==> config.mk <==
export PLATFORM = sky130hd
export DESIGN_NAME = alu_32
export DESIGN_NICKNAME = d
export VERILOG_FILES = /design/src/rtl/alu_32.sv
export SDC_FILE = /design/constraint.sdc
export NUM_CORES = 1
export LEC_CHECK = 0
export CAP_MARGIN = 10
export CORE_MARGIN = 2
export CORE_UTILIZATION = 55
export CTS_CLUSTER_DIAMETER = 120
export DETAILED_ROUTE_END_ITERATION = 7
export PLACE_DENSITY = 0.89
export SLEW_MARGIN = 10
export SYNTH_ARGS = -nofsm -noshare
export SYNTH_HDL_FRONTEND = slang
export SYNTH_SLANG_ARGS = --single-unit
==> constraint.sdc <==
create_clock -name clk -period 1.85 [get_ports clk]
set_input_delay 0.37 -clock clk [delete_from_list [all_inputs] [get_ports clk]]
set_output_delay 0.37 -clock clk [all_outputs]
set_load 0.005 [all_outputs]
==> src/rtl/alu_32.sv <==
// Registered 32-bit integer ALU: 16 opcodes on port_A/port_B, result and N/Z/V
// flags captured each rising clk edge, asynchronously cleared by reset.
module alu_32 #(
    parameter int WIDTH = 32
) (
    input  logic             clk,
    input  logic             reset,
    input  logic [WIDTH-1:0] port_A,
    input  logic [WIDTH-1:0] port_B,
    input  logic [3:0]       opcode,
    output logic [WIDTH-1:0] out,
    output logic             negative,
    output logic             zero,
    output logic             overflow
);

    localparam int SHW = $clog2(WIDTH);

    typedef enum logic [3:0] {
        OP_AND  = 4'h0,
        OP_OR   = 4'h1,
        OP_XOR  = 4'h2,
        OP_NOR  = 4'h3,
        OP_ADD  = 4'h4,
        OP_SUB  = 4'h5,
        OP_SLT  = 4'h6,
        OP_SLTU = 4'h7,
        OP_SLL  = 4'h8,
        OP_SRL  = 4'h9,
        OP_SRA  = 4'hA,
        OP_PASA = 4'hB,
        OP_PASB = 4'hC,
        OP_NAND = 4'hD,
        OP_XNOR = 4'hE,
        OP_RSVD = 4'hF
    } op_e;

    op_e              op;
    logic             is_sub;
    logic [WIDTH-1:0] b_eff;
    logic [WIDTH-1:0] sum;
    logic             arith_ovf;
    logic             lt_signed;
    logic             lt_unsigned;
    logic [SHW-1:0]   shamt;
    logic [WIDTH-1:0] shl;
    logic [WIDTH-1:0] shr;
    logic [WIDTH-1:0] sra;
    logic [WIDTH-1:0] result;

    logic [WIDTH-1:0] out_d, out_q;
    logic             negative_d, negative_q;
    logic             zero_d, zero_q;
    logic             overflow_d, overflow_q;

    assign op = op_e'(opcode);

    // Shared adder: SUB is A + ~B + 1, so overflow uses the inverted B sign.
    always_comb begin
        is_sub    = (op == OP_SUB);
        b_eff     = is_sub ? ~port_B : port_B;
        sum       = port_A + b_eff + {{(WIDTH-1){1'b0}}, is_sub};
        arith_ovf = (port_A[WIDTH-1] == b_eff[WIDTH-1]) &&
                    (sum[WIDTH-1] != port_A[WIDTH-1]);
    end

    always_comb begin
        lt_signed   = ($signed(port_A) < $signed(port_B));
        lt_unsigned = (port_A < port_B);
    end

    always_comb begin
        shamt = port_B[SHW-1:0];
        shl   = port_A << shamt;
        shr   = port_A >> shamt;
        sra   = $signed(port_A) >>> shamt;
    end

    always_comb begin
        result = '0;
        case (op)
            OP_AND:  result = port_A & port_B;
            OP_OR:   result = port_A | port_B;
            OP_XOR:  result = port_A ^ port_B;
            OP_NOR:  result = ~(port_A | port_B);
            OP_ADD:  result = sum;
            OP_SUB:  result = sum;
            OP_SLT:  result = {{(WIDTH-1){1'b0}}, lt_signed};
            OP_SLTU: result = {{(WIDTH-1){1'b0}}, lt_unsigned};
            OP_SLL:  result = shl;
            OP_SRL:  result = shr;
            OP_SRA:  result = sra;
            OP_PASA: result = port_A;
            OP_PASB: result = port_B;
            OP_NAND: result = ~(port_A & port_B);
            OP_XNOR: result = ~(port_A ^ port_B);
            default: result = '0;
        endcase
    end

    always_comb begin
        out_d      = result;
        negative_d = result[WIDTH-1];
        zero_d     = (result == '0);
        overflow_d = ((op == OP_ADD) || (op == OP_SUB)) && arith_ovf;
    end

    always_ff @(posedge clk or posedge reset) begin
        if (reset) begin
            out_q      <= '0;
            negative_q <= 1'b0;
            zero_q     <= 1'b1;
            overflow_q <= 1'b0;
        end else begin
            out_q      <= out_d;
            negative_q <= negative_d;
            zero_q     <= zero_d;
            overflow_q <= overflow_d;
        end
    end

    assign out      = out_q;
    assign negative = negative_q;
    assign zero     = zero_q;
    assign overflow = overflow_q;

endmodule

==> reports/metrics.csv, run 1 <==
stage;metric;value;unit
outcome;status;stopped before the end;
outcome;failing step;global routing (5_1_grt);
outcome;Tool Error;[ERROR GRT-0116] Global routing finished with congestion. Check the congestion regions in the DRC Viewer.;
synthesis;Seq cells post-synth;34;
placement;RePlAce Congestion;1.33;
placement;dpl ws;-2.70;ns
floorplan;die height;147;um
clock_tree;Clock Sinks;34;
placement;hpwl dp;55000;um
synthesis;post-synthesis net count;1704;
clock_tree;clk root buf;clkbuf_16;
clock_tree;CTS Buffer Depth;2;
synthesis;Mapped Avg Cell Area;7.54;um^2
global_routing;total global routing overflow;4592;
synthesis;Seq/Total Area, Yosys;7.54;%
floorplan;Die X;147;um
floorplan;row count;52;
clock_tree;cts hold-fix bufs;0;
global_routing;Total GRT Usage;119;%
synthesis;Synth Instances;1499;
global_routing;vias in the first global route;23900;
synthesis;synth unique cells;89;
placement;Port Buf Inserts;104;
global_routing;first-pass GRT wire length;187000;um
global_routing;largest net degree at the start of global routing;39;
synthesis;EDFF count, synth;0;
floorplan;io pins;105;
synthesis;YS warnings;0;
clock_tree;htree depth;2;
floorplan;initial core utilization;56.0;%
clock_tree;total CTS buffers;5;
synthesis;Synth Flop Type;dfrtp_1;
synthesis;Cell Area, Synth;11300;um^2
synthesis;proportion of synthesized flip-flops having asynchronous set or reset;100;%
[logic make-up after synthesis]
| kind of cell | Yosys count | share of synthesized area [%] |
|---|---|---|
| AO/OA/AOI/OAI | 472 | 29.0 |
| buffers and inverters | 208 | 7.77 |
| multiplexers | 143 | 16.6 |
| XOR/XNOR | 56 | 4.34 |
| flip-flops | 34 | 7.54 |
| AND/OR/NAND/NOR | 451 | 19.7 |
| adder cells (fa/ha/maj) | 135 | 15.0 |
[Yosys cell counts, types with 35 or more instances]
master / instances / area share (%)
buf_2: 45 / 2.0
ha_1: 134 / 15
o22ai_1: 45 / 2.5
a21oi_1: 90 / 4.0
clkbuf_1: 50 / 1.7
mux2i_1: 75 / 6.6
inv_1: 90 / 3.0
mux2_2: 35 / 3.5
nor2_1: 118 / 3.9
xnor2_1: 45 / 3.5
nand2_1: 131 / 4.4
o21ai_0: 75 / 3.3
[per-stage QoR]
stage / hold slack [ns] / cell area [um^2] / std cells
floorplan: 0.511 / 11600 / 1499
global placement: 0.762 / 16900 / 2358
detailed placement: 0.778 / 16900 / 2358
CTS: 0.508 / 19100 / 2426
[metal layers]
layer  GRT usage (%)  overflow
met1             132      1891
met2             126      1614
met3             114       639
met4            83.7       361
met5             112        87
[timing repair]
item,CTS
cloned,3
pin swaps,98
setup endpoints to repair,34
gates resized for setup,317
setup buffers,62
==> inputs of run 2 (changes only) <==
- CORE_UTILIZATION: 55 -> 40
- CTS_CLUSTER_DIAMETER: 120 -> default
- PLACE_DENSITY: 0.89 -> default
- PLACE_DENSITY_LB_ADDON: default -> 0.15
==> run 2 against run 1 <==
  * The flow now finishes, with violations (negative setup slack)
  * Synthesized cell count did not move
  * Area after synthesis did not move
==> reports/metrics.csv, run 2 <==
stage;metric;value;unit;change
critical_path;critical path data required time;2.06;ns;
layout;most frequent cells in the layout;buf_4, nand2_1, nor2_1;;
critical_path;crit-path most repeated cell;buf_4;;
floorplan;io pins;105;;unchanged
placement;hpwl dp;56400;um;+2.5%
clock_tree;htree depth;2;;unchanged
synthesis;synth unique cells;89;;unchanged
placement;Port Buf Inserts;104;;unchanged
placement;RePlAce Congestion;1.10;;-17%
synthesis;area share of and/or/nand/nor cells after synthesis;19.7;%;unchanged
critical_path;Critical Path AT;4.07;ns;
critical_path;CP Class;in -> reg;;
floorplan;row count;61;;+17%
global_routing;largest net degree at the start of global routing;35;;
route;drt first pass iters;7;;
synthesis;Synth Instances;1499;;unchanged
critical_path;startpoint class of the critical path;input pin;;
outcome;failing checks;negative setup slack;;
synthesis;area leader, netlist;ha_1;;
clock_tree;clk root buf;clkbuf_16;;
critical_path;Worst path slowest cell;or4_4;;
synthesis;Cell Area, Synth;11300;um^2;unchanged
clock_tree;CTS Buffer Depth;2;;unchanged
timing;Tmin final;3.86;ns;
synthesis;Synth Flop Type;dfrtp_1;;
synthesis;Post-Synth XOR/XNOR Area;4.34;%;unchanged
timing;relative slew slack;41.3;%;
timing;Final Setup Violations;34;;
global_routing;Total GRT Usage;46.5;%;
clock_tree;Clock Sinks;34;;unchanged
timing;Final Hold Viols;0;;
route;post-DR vias/cell;6.41;;
synthesis;Synth Area in Compound Gates;29.0;%;unchanged
run;Max-cap violations;0;;
outcome;status;finished, violations left;;
critical_path;worst path buffer plus inverter count;4;;
pwr;P per Cell Area;422;nW/um^2;
synthesis;Synth area leaders;ha_1, dfrtp_1, mux2i_1;;
global_routing;initial antenna violation count;1;;
layout;commonest non-fill, non-tap cell in the layout;buf_4;;
synthesis;YS warnings;0;;unchanged
floorplan;die height;172;um;+17%
timing;fin crit share;208;%;
synthesis;Synth Area in Adders;15.0;%;unchanged
synthesis;most common cell in the netlist;ha_1;;
synthesis;most frequent cells after synthesis;ha_1, nand2_1, nor2_1, a21oi_1, inv_1;;
floorplan;Die X;172;um;+17%
timing;RSZ-0062 raised after global routing;yes;;
floorplan;core area;27800;um^2;
layout;Area Overhead vs Synth;75.3;%;
critical_path;CP max stage delay;0.53;ns;
synthesis;Seq cells post-synth;34;;unchanged
timing;Final Max Tran Viols;0;;
synthesis;EDFF count, synth;0;;unchanged
synthesis;mux cell area share after synthesis;16.6;%;unchanged
floorplan;die area;29600;um^2;
global_routing;met3 usage;11.7;%;
critical_path;CP Max Fanout;2;;
pwr;Leak;9.17;nW;
timing;Slew @ Worst Pin;0.879;ns;
layout;Net count, final;2428;;
critical_path;critical path endpoint category;flip-flop;;
global_routing;Top Usage Layer GRT;met2;;
synthesis;post-synthesis net count;1704;;unchanged
route;wire per inst;27.4;um;
route;DR iter-0 viols;2525;;
synthesis;Synth top area share;14.8;%;unchanged
route;Total Routed Length;71300;um;
synthesis;Seq/Total Area, Yosys;7.54;%;unchanged
critical_path;worst path cell trace;clkdlybuf4s50_1, mux4_2, mux2i_1, buf_4, o22ai_1, nor4_1, buf_4, nand3_2, or4_4, or4b_4, nor4_4, buf_4, and4b_1, and4_1;;
layout;Multi-input gate area;11100;um^2;
clock_tree;cts hold-fix bufs;0;;unchanged
route;Final ANT Viol Nets;0;;
pwr;maximum VDD drop;0.000303;V;
synthesis;Mapped Avg Cell Area;7.54;um^2;unchanged
layout;fillcell total;2277;;
clock_tree;CTS tree;done;;
synthesis;largest family of logic cells by synthesized area;compound AO/OA/AOI/OAI gates;;
route;DR vias;16700;;
clock_tree;total CTS buffers;5;;unchanged
route;DRC viols;0;;
floorplan;initial core utilization;40.7;%;-15 points
timing;Fmax achieved;0.259;GHz;
global_routing;met2 GRT Util;68.7;%;
layout;final core utilization;71.3;%;
layout;ratio of cells with drive above 1 in the final layout;46.8;%;
layout;Reg area;852;um^2;
global_routing;first-pass GRT wire length;101000;um;
global_routing;vias in the first global route;15700;;
min_path;worst min path class;in -> async;;
clock_tree;clock-pin slew on the worst setup and hold paths;0.05;ns;
critical_path;Top Family by Delay on Critical Path;simple AND/OR/NAND/NOR gates;;
timing;crit path setup slack, layout;-2.01;ns;
global_routing;total global routing overflow;0;;
layout;Largest register FFs;31;;
timing;worst hold slack;0.441;ns;
global_routing;met1 usage;61.8;%;
synthesis;proportion of synthesized flip-flops having asynchronous set or reset;100;%;unchanged
run 2: cell counts after synthesis:
No cell type changed its count.
run 2: tightest hold or removal path, cell delays in order:
cell	delay, ns
clkdlybuf4s50_1	0.40
inv_1	0.09
buf_12	0.21
run 2: report_power, final:
group	total [mW]	switching (mW)	internal [mW]
logic	6.69	3.39	3.30
clock network	0.780	0.283	0.497
registers	0.888	0.0296	0.859
run 2: per-layer routing:
metal / routed length (um) / share of wire [%]
met5: 13 / 0.018
met2: 29600 / 41
met3: 9570 / 13
met4: 4770 / 6.7
met1: 27400 / 38
run 2: path summary, 6_finish.rpt:
kind	start	to	slack (ns)	depth (start not counted)
setup / recovery	port_A[11]	zero$_DFF_PP1_	-2.01	14
hold / removal	reset	out[21]$_DFF_PP0_	0.44	3
max in group asynchronous	reset	zero$_DFF_PP1_	1.17	3
min in group clk	port_B[12]	out[12]$_DFF_PP0_	0.97	8
run 2: kinds of logic after synthesis:
logic type / count (synthesis)
compound gates: 472
simple gates: 451
buf+inv: 208
mux: 143
fa+ha+maj: 135
xor+xnor: 56
flops: 34
run 2: cell type report:
cell class,count,area share [%]
antenna,3,0.0379
clock buffer,6,0.651
clock inverter,2,0.0695
inverter,91,1.83
multi-input combinational,1257,55.9
sequential,34,4.30
tap,378,2.39
timing repair buffer,834,34.8
run 2: what timing repair did:
action,in CTS,in global routing
setup buffers,49,29
pin swaps,58,89
endpoints found under the setup margin,34,34
gates cloned,1,0
endpoints found under the hold margin,0,0
resized for setup,205,155
run 2: metrics by stage:
step | cells | TNS (ns) | setup slack [ns] | total power, mW | cell area, um^2
CTS | 2594 | -41.56 | -2.19 | 7.77 | 19100
detailed placement | 2540 | -64.29 | -2.93 | 6.46 | 17700
global route | 2602 | -43.98 | -2.13 | 8.67 | 19800
floorplan | 1499 | -32.25 | -1.90 | 3.32 | 11600
finish | 2605 | -40.99 | -2.01 | 8.36 | 19800
global placement | 2540 | -62.20 | -2.86 | 6.42 | 17700
Note: power is estimated with default switching activity, not from simulation.
